File: config.mk
export PLATFORM = sky130hd
export DESIGN_NAME = demux2_4_stream
export DESIGN_NICKNAME = d
export VERILOG_FILES = /design/src/rtl/demux2_4_stream.sv
export SDC_FILE = /design/constraint.sdc
export NUM_CORES = 1
export LEC_CHECK = 0
export CAP_MARGIN = 40
export CORE_AREA = 2 2 145 147
export DETAILED_ROUTE_END_ITERATION = 10
export DIE_AREA = 0 0 147 149
export PLACE_DENSITY_LB_ADDON = 0.05
export SETUP_SLACK_MARGIN = 0.1
export SYNTH_ARGS = -nofsm -noshare
export SYNTH_HDL_FRONTEND = slang
export SYNTH_SLANG_ARGS = --single-unit
File: constraint.sdc
create_clock -name clk -period 4 [get_ports clk]
set_input_delay 1 -clock clk [delete_from_list [all_inputs] [get_ports clk]]
set_output_delay 1 -clock clk [all_outputs]
set_load 0.02 [all_outputs]
File: src/rtl/demux2_4_stream.sv
// Registered 1-to-4 valid/ready stream demultiplexer with a one-entry holding slot per channel.
// Define DEMUX2_4_STREAM_CNT_EN to add per-channel 16-bit accept counters (cnt0..cnt3).
module demux2_4_stream #(
    parameter int unsigned BIT_WIDTH = 32
) (
    input  logic                 clk,
    input  logic                 rst_n,
    input  logic [1:0]           sel,
    input  logic                 in_valid,
    output logic                 in_ready,
    input  logic [BIT_WIDTH-1:0] in_data,
    output logic [3:0]           out_valid,
    input  logic [3:0]           out_ready,
    output logic [BIT_WIDTH-1:0] out0,
    output logic [BIT_WIDTH-1:0] out1,
    output logic [BIT_WIDTH-1:0] out2,
`ifdef DEMUX2_4_STREAM_CNT_EN
    output logic [BIT_WIDTH-1:0] out3,
    output logic [15:0]          cnt0,
    output logic [15:0]          cnt1,
    output logic [15:0]          cnt2,
    output logic [15:0]          cnt3
`else
    output logic [BIT_WIDTH-1:0] out3
`endif
);

    localparam int unsigned NUM_CH = 4;

    typedef enum logic {
        EMPTY = 1'b0,
        FULL  = 1'b1
    } slot_e;

    slot_e                      state_q [NUM_CH];
    slot_e                      state_d [NUM_CH];
    logic [NUM_CH-1:0]          load;
    logic                       accept;
    logic [BIT_WIDTH-1:0]       data_q  [NUM_CH];

    // Addressed slot can take a word if it is empty or being drained this cycle.
    assign in_ready = rst_n & (~out_valid[sel] | out_ready[sel]);
    assign accept   = in_valid & in_ready;

    always_comb begin
        for (int i = 0; i < int'(NUM_CH); i++) begin
            state_d[i] = state_q[i];
            load[i]    = 1'b0;
            if (accept && (sel == 2'(i))) begin
                load[i]    = 1'b1;
                state_d[i] = FULL;
            end else if ((state_q[i] == FULL) && out_ready[i]) begin
                state_d[i] = EMPTY;
            end
        end
    end

    always_ff @(posedge clk) begin
        if (!rst_n) begin
            for (int i = 0; i < int'(NUM_CH); i++) begin
                state_q[i] <= EMPTY;
                data_q[i]  <= '0;
            end
        end else begin
            for (int i = 0; i < int'(NUM_CH); i++) begin
                state_q[i] <= state_d[i];
                if (load[i]) begin
                    data_q[i] <= in_data;
                end
            end
        end
    end

    always_comb begin
        for (int i = 0; i < int'(NUM_CH); i++) begin
            out_valid[i] = (state_q[i] == FULL);
        end
    end

    assign out0 = data_q[0];
    assign out1 = data_q[1];
    assign out2 = data_q[2];
    assign out3 = data_q[3];

`ifdef DEMUX2_4_STREAM_CNT_EN
    logic [15:0] cnt_q [NUM_CH];

    // Free-running wrap-around count of accepts per channel.
    always_ff @(posedge clk) begin
        if (!rst_n) begin
            for (int i = 0; i < int'(NUM_CH); i++) begin
                cnt_q[i] <= '0;
            end
        end else begin
            for (int i = 0; i < int'(NUM_CH); i++) begin
                if (load[i]) begin
                    cnt_q[i] <= cnt_q[i] + 16'd1;
                end
            end
        end
    end

    assign cnt0 = cnt_q[0];
    assign cnt1 = cnt_q[1];
    assign cnt2 = cnt_q[2];
    assign cnt3 = cnt_q[3];
`endif

endmodule

**Word-level counts from Yosys, hierarchy flattened**

Memories as Yosys holds them, arrays and structs flattened.
Index checks and enable logic that the tools add are counted.

- Flip-flop bits (word level): 0
- RAM bits: 132
- Bits of input ports: 41
- Output and inout bits: 133
- Word-level logic and storage cells: 65
- Memories: 2

- Order comparisons: 1
- Eq/ne operators: 3
- Muxes and demuxes: 38
- Bitwise operators: 12
- Reductions and logical operators: 9

Memory list:

| name | words | bits a word | rd ports | clocked after memory_dff | write ports | line | text |
|---|---|---|---|---|---|---|---|
| data_q | 4 | 32 | 4 | 0 | 4 | 39 | `logic [BIT_WIDTH-1:0] data_q [NUM_CH];` |
| state_q | 4 | 1 | 4 | 0 | 4 | 35 | `slot_e state_q [NUM_CH];` |

Operators by type and width:

| operator | count |
|---|---|
| $mux 32 | 4 |
| $mux 1 | 32 |
| $or 1x1->1 | 9 |
| $logic_and 1x1->1 | 8 |
| $bmux 1 s2 | 2 |
| $eq 2x2->1 const B | 2 |
| $lt 2x3->1 const B | 1 |
| $and 1x1->1 | 2 |
| $eq 2x1->1 const B | 1 |
| $logic_not 2->1 | 1 |
| $not 1->1 | 1 |

**Longest topological paths before layout**

Gate-level depths: netlist (run 1).

- Depth after elaboration: 12
- Gate-level depth with buffers: 6

**Worst setup path after synthesis (run 1)**

OpenSTA, ideal clock, no wires.

- Path kind: input to register
- From: input port sel[1]
- To: memory data_q[3][0], enable pin
- Library setup time: 0.466 ns
- Arrival: 3.625 ns
- Required time: 3.534 ns
- Slack: -0.091 ns
- Stages on the path: 3
- Path buffers: 1
- Cells stage by stage: buf_2 > nand3_1 > o21ai_0

RTL lines:

| what | line | text |
|---|---|---|
| start, declared | 8 | `input logic [1:0] sel,` |
| end, declared | 39 |  |

**Worst setup path after layout (run 1)**

- From: input port sel[0]
- To: output port in_ready

- Longest elaborated chain between the ends: 5
- Elaborated cells on any way between the ends: 7

RTL lines:

| what | line | text |
|---|---|---|
| $bmux 1 s2 | 42 | `assign in_ready = rst_n & (~out_valid[sel] \| out_ready[sel]);` |
| $mux 1 (implied by the code) | 42 |  |
| $not 1->1 | 42 |  |
| $or 1x1->1 * | 42 |  |
| $and 1x1->1 * | 42 |  |
| end, declared | 10 | `output logic in_ready,` |

Every way passes the cells marked *; elsewhere a longest branch is shown, timed or not. The select of a mux whose other input is x is not followed.

==> impl_results.md, run 1 <==
* Clk_lat worst skew at slightly above 0.4 ns
* Remaining routing DRC violations at 0
* Run status: complete, no violations
* Seq cells post-synth at 132
* Synth-to-layout area growth at 52.7%
* Share of the cycle needed by the critical path after routing at 92.0%
* Power per Cell Area at 452 mW/mm^2
* Via/cell ratio at 4.01
* Highest-delay cell along the critical path: sky130_fd_sc_hd__clkdlybuf4s50_1
* Critical path data required time at approximately 3.0 ns
* Number of buffers added by the clock tree synthesis step at 17
* Number of nets in the finished design at between 500 and 600
* Total standard cell area after synthesis at ~0.005 sq mm
* Resized Gates After CTS at 0
* Iteration-0 DRC Markers at about 140
* Count of final hold-check violations at 0
* Total net switching power at 0.816 mW
* Initial cell density of the core at between 20% and 30%
* Maximum clock insertion buffer count at 2
* Portion of total power attributed to combinational logic at a little under an eighth
* Final hold slack at between 0.5 and 0.6 ns
* Total number of vias at roughly 3300
* Vertical die dimension at 149 um
* Clk sinks at 132
* Crit path buffers/inverters at 2
* Area contributors post-synth: sky130_fd_sc_hd__edfxtp_1 (76%), sky130_fd_sc_hd__nor2_1 (9.5%), sky130_fd_sc_hd__nand2_4 (4.5%)
* Setup repair after global routing missed its margin: false
* Global Route Usage Sum at 13.6%
* Cell type with the highest aggregate area in the netlist: sky130_fd_sc_hd__edfxtp_1
* Kind of end point of the critical path: output pin
* Type of origin of the critical path: primary input
* Pin count of the biggest net entering global routing at 33
* Post-synthesis instance total at between 300 and 400
* Hold Buf Count CTS at 0
* FP Rows at between 50 and 60
* Worst clock skew at roughly 0.012 ns
* Gp weighted congestion at 0.679
* Sum of overflow across all layers after global routing at 0
* Total die area at 0.0219 sq mm
* Sequential cell area fraction in the yosys report at between 70% and 80%
* Setup TNS at 0 ns
* CP Data Arrival Time at between 2 and 3 ns
* Largest driver fanout on the critical path at 8
* Final setup viols at 0
* Switching fraction of total power at 23.5%
* Leakage at 2.83 nW
* Peak supply drop at about 0.29 mV
* Post-DP HPWL at between 9000 and 10000 um
* Commonest cells after routing, fill and taps aside: sky130_fd_sc_hd__clkdlybuf4s50_1 (173), sky130_fd_sc_hd__edfxtp_1 (128), sky130_fd_sc_hd__nor2_1 (127)
* Post-CTS clock slew at the launch and capture registers of the worst setup and hold paths at 0.06 ns
* H-tree depth at 4
* Num ports at ~170
* Number of iterations in the first detailed-routing pass at 4
* Area of the core region at 0.0206 sq mm
* Distinct cells, synth at 26
* Global-route wire length before repair at 21200 um
* Die X at ~150 um
* Count of antenna diodes in the layout at 0
* Setup Buffers After CTS at 0
* Syn_area_per_cell at 14.7 sq um
* Family of cells with the greatest summed delay on the critical path: buffers and inverters
* Wire per inst at about 18 um
* Count of buffers from port buffering at 173
* Power share of the clock group at a little over two fifths
* Critical path class: primary input to output pin
* Final wirelength at roughly 15000 um
* Transition time at the pin with the least slew margin at 0.849 ns
* Max-Slew Margin vs Limit at between 40 and 50%
* Share of power burned in registers at a little under half
* Final period demand of the worst path at approximately 3.7 ns
* Portion of synthesized cell area occupied by the leading cell type at between 70 and 80%
* Antenna violations before repair at 0
* Most used cell along the critical path: sky130_fd_sc_hd__clkdlybuf4s50_1
* Cell chosen for the clock root: sky130_fd_sc_hd__clkbuf_16
* Fraction of layout instances using a drive strength above 1 at about 14%
* Reported max-cap violation count at 0
* Yosys warns at 0
* Max Slew Vio Count at 0
* Crit path largest cell delay at approximately 0.62 ns
* Total internal power at 2.66 mW
* TritonCTS clock tree: yes
* Min-delay worst type: flip-flop to flip-flop
* Commonest non-fill, non-tap cell in the layout: sky130_fd_sc_hd__clkdlybuf4s50_1
* Critical path cell sequence: clkdlybuf4s50_1 -> nand4bb_1 -> o311ai_0 -> a21oi_1 -> clkdlybuf4s50_1
* ANT nets after route at 0
* Net count after synthesis at 384
* Timing-limited maximum frequency at ~270 MHz
* Vias in the first global route at between 3000 and 4000
==> routing by layer <==
metal	share of wire (%)	wire [um]	up-vias	GRT usage, %
met4	0.88	128	0	3.89
met3	7.5	1100	7	5.90
met5	0	0	-	0
met1	42	6090	1599	16.3
li1	-	-	1544	-
met2	50	7220	114	22.2
==> flip-flops by register name, indices dropped and copies added (netlist names) <==
register,cells
data_q,128
state_q,4
==> layout make-up <==
type / instances / area [sq um]
Sequential cell: 132 / 3920
Clock inverter: 12 / 114
Fill cell: 2020 / 12900
Multi-Input combinational cell: 188 / 972
Inverter: 1 / 3.75
Clock buffer: 20 / 437
Tap cell: 275 / 344
Timing Repair Buffer: 186 / 1900
==> worst reg2reg max path: stages (launching register included) <==
cell and delay [ns]:
sky130_fd_sc_hd__dfxtp_1 0.33, sky130_fd_sc_hd__nand2b_1 0.10, sky130_fd_sc_hd__nand2_1 0.64, sky130_fd_sc_hd__buf_12 0.26
sky130_fd_sc_hd__nor2_1 0.07
==> synth_stat cells <==
master	count
sky130_fd_sc_hd__nand2b_1	4
sky130_fd_sc_hd__and2_1	1
sky130_fd_sc_hd__a21boi_0	4
sky130_fd_sc_hd__nor2_1	127
sky130_fd_sc_hd__nor2_2	2
sky130_fd_sc_hd__inv_1	1
sky130_fd_sc_hd__buf_4	5
sky130_fd_sc_hd__edfxtp_1	128
sky130_fd_sc_hd__nor2b_1	1
sky130_fd_sc_hd__o311ai_0	1
sky130_fd_sc_hd__buf_8	1
sky130_fd_sc_hd__nand2_1	10
sky130_fd_sc_hd__buf_2	12
sky130_fd_sc_hd__mux2i_1	1
sky130_fd_sc_hd__a21oi_1	1
sky130_fd_sc_hd__nand3_1	4
sky130_fd_sc_hd__clkbuf_1	1
sky130_fd_sc_hd__nand2_4	20
sky130_fd_sc_hd__nand4bb_1	1
sky130_fd_sc_hd__buf_6	1
sky130_fd_sc_hd__nand2_2	8
sky130_fd_sc_hd__o21ai_0	1
sky130_fd_sc_hd__nand4_1	1
sky130_fd_sc_hd__buf_12	2
sky130_fd_sc_hd__and2b_1	1
sky130_fd_sc_hd__dfxtp_1	4
==> metrics by stage <==
| step | instances | instance area [sq um] | power (mW) | utilization [%] | setup WS (ns) |
|---|---|---|---|---|---|
| after floorplan | 343 | 5040 | 1.81 | - | 0.772 |
| after global placement | 781 | 7120 | 2.04 | 34.6 | 0.334 |
| after detailed placement | 782 | 7140 | 2.04 | 34.7 | 0.328 |
| after CTS | 814 | 7690 | 3.53 | 37.4 | 0.305 |
| after global routing | 814 | 7690 | 3.61 | 37.4 | 0.227 |
| final | 814 | 7690 | 3.48 | 37.4 | 0.319 |
==> worst paths after layout <==
path / end / slack [ns] / cells after the start / from
min reg2reg: state_q[0]$_DFF_P_ / 0.59 / 2 / state_q[0]$_DFF_P_
max reg2reg: data_q[0][21]$_SDFFCE_PN0P_ / 2.35 / 4 / state_q[0]$_DFF_P_
max: in_ready / 0.32 / 5 / sel[0]
min: state_q[0]$_DFF_P_ / 0.59 / 2 / state_q[0]$_DFF_P_
==> kinds of logic after synthesis <==
logic type / count (synthesis) / synth area share, %
buf+inv: 23 / 3.40
flops: 132 / 77.9
compound gates: 7 / 0.968
simple gates: 180 / 17.6
mux: 1 / 0.199
==> power groups by stage <==
| stage | Clock [mW] | Sequential, mW | Combinational (mW) |
|---|---|---|---|
| after floorplan | 0 | 1.71 | 0.100 |
| after global placement | 0 | 1.63 | 0.409 |
| after detailed placement | 0 | 1.63 | 0.413 |
| after CTS | 1.51 | 1.60 | 0.414 |
| after global routing | 1.57 | 1.61 | 0.429 |
| final | 1.47 | 1.60 | 0.403 |
Power figures use the tool's default switching activity.
==> inputs of run 2 (changes only) <==
--- a/config.mk
+++ b/config.mk
@@ -10,6 +10,7 @@
 export DETAILED_ROUTE_END_ITERATION = 10
 export DIE_AREA = 0 0 147 149
 export PLACE_DENSITY_LB_ADDON = 0.05
+export RECOVER_POWER = 25
 export SETUP_SLACK_MARGIN = 0.1
 export SYNTH_ARGS = -nofsm -noshare
 export SYNTH_HDL_FRONTEND = slang
==> run 2 against run 1 <==
  * The run now ends with max-capacitance violations, max-slew violations left
  * First-iteration DRC count stayed put
  * Register-to-register slack worse by 0.87 ns
  * Maximum frequency is 0.55% lower
  * Power is 0.41% lower
  * Global-route usage stayed put
  * Cell count stayed put
  * Design area is 1.6% lower
  * Flip-flop and latch count stayed put
  * Utilization is 0.60 points lower
  * Largest power group unchanged
==> impl_results.md, run 2 (synthesis results as in run 1) <==
* Number of nets in the finished design at 567 (unchanged)
* FP Rows at 53 (unchanged)
* Commonest non-fill, non-tap cell in the layout: sky130_fd_sc_hd__clkdlybuf4s50_1 (unchanged)
* Clk sinks at 132 (unchanged)
* Count of antenna diodes in the layout at 0 (unchanged)
* Flip-flop count of the largest register, all copies and words added at 128 (unchanged)
* Post-DP HPWL at 9760 um (unchanged)
* Hold Buf Count CTS at 0 (unchanged)
* Largest register by flop count: data_q (unchanged)
* Type of origin of the critical path: primary input (unchanged)
* Setup Buffers After CTS at 0 (unchanged)
* Vias in the first global route at 3407 (unchanged)
* Worst-case reg-to-reg path depth at 4 (unchanged)
* Count of buffers from port buffering at 173 (unchanged)
* Power per Cell Area at 457 mW/mm^2 (was 452 mW/mm^2)
* Final period demand of the worst path at 3.70 ns (was 3.68 ns)
* Area of the core region at 0.0206 sq mm (unchanged)
* Share of the cycle needed by the critical path after routing at 92.5% (was 92.0%)
* Max-Slew Margin vs Limit at -34.5% (was 43.3%)
* Total number of vias at 3269 (was 3264)
* Cell chosen for the clock root: sky130_fd_sc_hd__clkbuf_16 (unchanged)
* Resized Gates After CTS at 0 (unchanged)
* Antenna violations before repair at 0 (unchanged)
* Min-delay worst type: flip-flop to flip-flop (unchanged)
* Critical path data required time at 3.00 ns (about the same)
* Final Total Pwr at 3.46 mW (was 3.48 mW)
* Violated checks: max-capacitance violations, max-slew violations
* Worst clock skew at 0.0111 ns (was 0.0117 ns)
* Number of filler cells placed in the layout at 2042 (was 2020)
* Initial cell density of the core at 24.5% (unchanged)
* Number of iterations in the first detailed-routing pass at 4 (unchanged)
* Number of buffers added by the clock tree synthesis step at 17 (unchanged)
* Reported max-cap violation count at 2 (was 0)
* Sum of overflow across all layers after global routing at 0 (unchanged)
* Crit path largest cell delay at 0.65 ns (was 0.62 ns)
* Largest driver fanout on the critical path at 8 (unchanged)
* Multi-input gate area at 863 sq um (was 972 sq um)
* Final setup viols at 0 (unchanged)
* Setup repair after global routing missed its margin: false (unchanged)
* Startpoint of the lowest-slack hold path: state_q[3]$_DFF_P_ (was state_q[0]$_DFF_P_)
* Run status: complete, but fails checks (was complete, no violations)
* Total die area at 0.0219 sq mm (unchanged)
* Post-CTS clock slew at the launch and capture registers of the worst setup and hold paths at 0.06 ns (about the same)
* Wire per inst at 17.9 um (about the same)
* Largest registers ranked by flip-flop count: data_q (128), state_q (4) (unchanged)
* TritonCTS clock tree: yes (unchanged)
* Global-route wire length before repair at 21200 um (unchanged)
* Pin count of the biggest net entering global routing at 33 (unchanged)
* Reg-to-Reg Start: state_q[3]$_DFF_P_ (was state_q[0]$_DFF_P_)
* Via/cell ratio at 4.02 (was 4.01)
* Final wirelength at 14600 um (was 14500 um)
* Setup TNS at 0 ns (unchanged)
* Peak supply drop at 0.290 mV (was 0.289 mV)
* Critical path cell sequence: dlygate4sd3_1 -> nand4bb_1 -> o311ai_0 -> a21oi_1 -> clkdlybuf4s50_1 (was clkdlybuf4s50_1 -> nand4bb_1 -> o311ai_0 -> a21oi_1 -> clkdlybuf4s50_1)
* Startpoint of the worst setup timing path: sel[1] (was sel[0])
* Max Slew Vio Count at 43 (was 0)
* Timing-limited maximum frequency at 270 MHz (was 272 MHz)
* Critical path class: primary input to output pin (unchanged)
* Clk_lat worst skew at 0.41 ns (about the same)
* Die X at 147 um (unchanged)
* Iteration-0 DRC Markers at 141 (unchanged)
* CP Data Arrival Time at 2.70 ns (was 2.68 ns)
* Remaining routing DRC violations at 0 (unchanged)
* Highest-delay cell along the critical path: sky130_fd_sc_hd__dlygate4sd3_1 (was sky130_fd_sc_hd__clkdlybuf4s50_1)
* Transition time at the pin with the least slew margin at 2.02 ns (was 0.849 ns)
* Num ports at 174 (unchanged)
* Leakage at 2.76 nW (was 2.83 nW)
* Kind of end point of the critical path: output pin (unchanged)
* Fraction of layout instances using a drive strength above 1 at 9.28% (was 13.9%)
* ANT nets after route at 0 (unchanged)
* Vertical die dimension at 149 um (unchanged)
* Count of final hold-check violations at 0 (unchanged)
* Gp weighted congestion at 0.679 (unchanged)
* Synth-to-layout area growth at 50.2% (was 52.7%)
* Global Route Usage Sum at 13.6% (unchanged)
* Min-Delay Path Depth at 2 (unchanged)
* Flip-flop and latch area at 0.00392 sq mm (unchanged)
* Commonest cells after routing, fill and taps aside: sky130_fd_sc_hd__clkdlybuf4s50_1 (165), sky130_fd_sc_hd__edfxtp_1 (128), sky130_fd_sc_hd__nor2_1 (127) (was sky130_fd_sc_hd__clkdlybuf4s50_1 (173), sky130_fd_sc_hd__edfxtp_1 (128), sky130_fd_sc_hd__nor2_1 (127))
* H-tree depth at 4 (unchanged)
* Maximum clock insertion buffer count at 2 (unchanged)
[run 2: changes by cell type in the layout (fill, tap and decap cells not counted), sizes merged]
cell and delta:
clkbuf +4, dlygate4sd3 +8, clkdlybuf4s50 -8, buf -4
[run 2: worst paths after layout]
| path | endpoint | slack (ns) |
|---|---|---|
| setup / recovery | in_ready | 0.30 |
| hold / removal | state_q[3]$_DFF_P_ | 0.59 |
| setup reg to reg | data_q[3][30]$_SDFFCE_PN0P_ | 1.48 |
| hold reg to reg | state_q[3]$_DFF_P_ | 0.59 |
[run 2: cell type report]
type / count / area share, %
clock inverter: 12 / 1.50
timing repair buffer: 186 / 24.9
tap: 275 / 4.55
clock buffer: 20 / 5.77
inverter: 1 / 0.0496
multi-input combinational: 188 / 11.4
sequential: 132 / 51.8
[run 2: routing by layer]
metal	wire length, um	share of wire [%]	track usage (%)	vias to the layer above
met3	1080	7.4	5.90	7
met1	6170	42	16.3	1608
li1	-	-	-	1543
met2	7200	49	22.2	111
met5	0	0	0	-
met4	128	0.88	3.89	0
[run 2: per-stage QoR]
step | std cells | instance area [sq um] | worst slack [ns] | hold WS (ns) | util, %
3_3_place_gp | 781 | 7120 | 0.334 | 0.568 | 34.6
2_1_floorplan | 343 | 5040 | 0.772 | 0.521 | -
5_1_grt | 814 | 7570 | 0.207 | 0.618 | 36.8
3_5_place_dp | 782 | 7140 | 0.328 | 0.577 | 34.7
6_report | 814 | 7570 | 0.298 | 0.588 | 36.8
4_1_cts | 814 | 7690 | 0.305 | 0.590 | 37.4
[run 2: worst max-delay path, delay by kind of cell]
kind	cells	cell delay (ns)
AO/OA/AOI/OAI	2	0.28
AND/OR/NAND/NOR	1	0.15
buffers and inverters	2	1.27
[run 2: power by group]
group | internal [mW] | switching (mW)
Clock | 0.905 | 0.565
Sequential | 1.58 | 0.0183
Combinational | 0.164 | 0.225
Total | 2.65 | 0.809
==> inputs of run 3 (changes only) <==
--- a/config.mk
+++ b/config.mk
@@ -15,3 +15,4 @@
 export SYNTH_ARGS = -nofsm -noshare
 export SYNTH_HDL_FRONTEND = slang
 export SYNTH_SLANG_ARGS = --single-unit
+export TNS_END_PERCENT = 5
==> results of run 3 <==
Same layout as run 2: the final DEF is identical, and so are final timing and power.
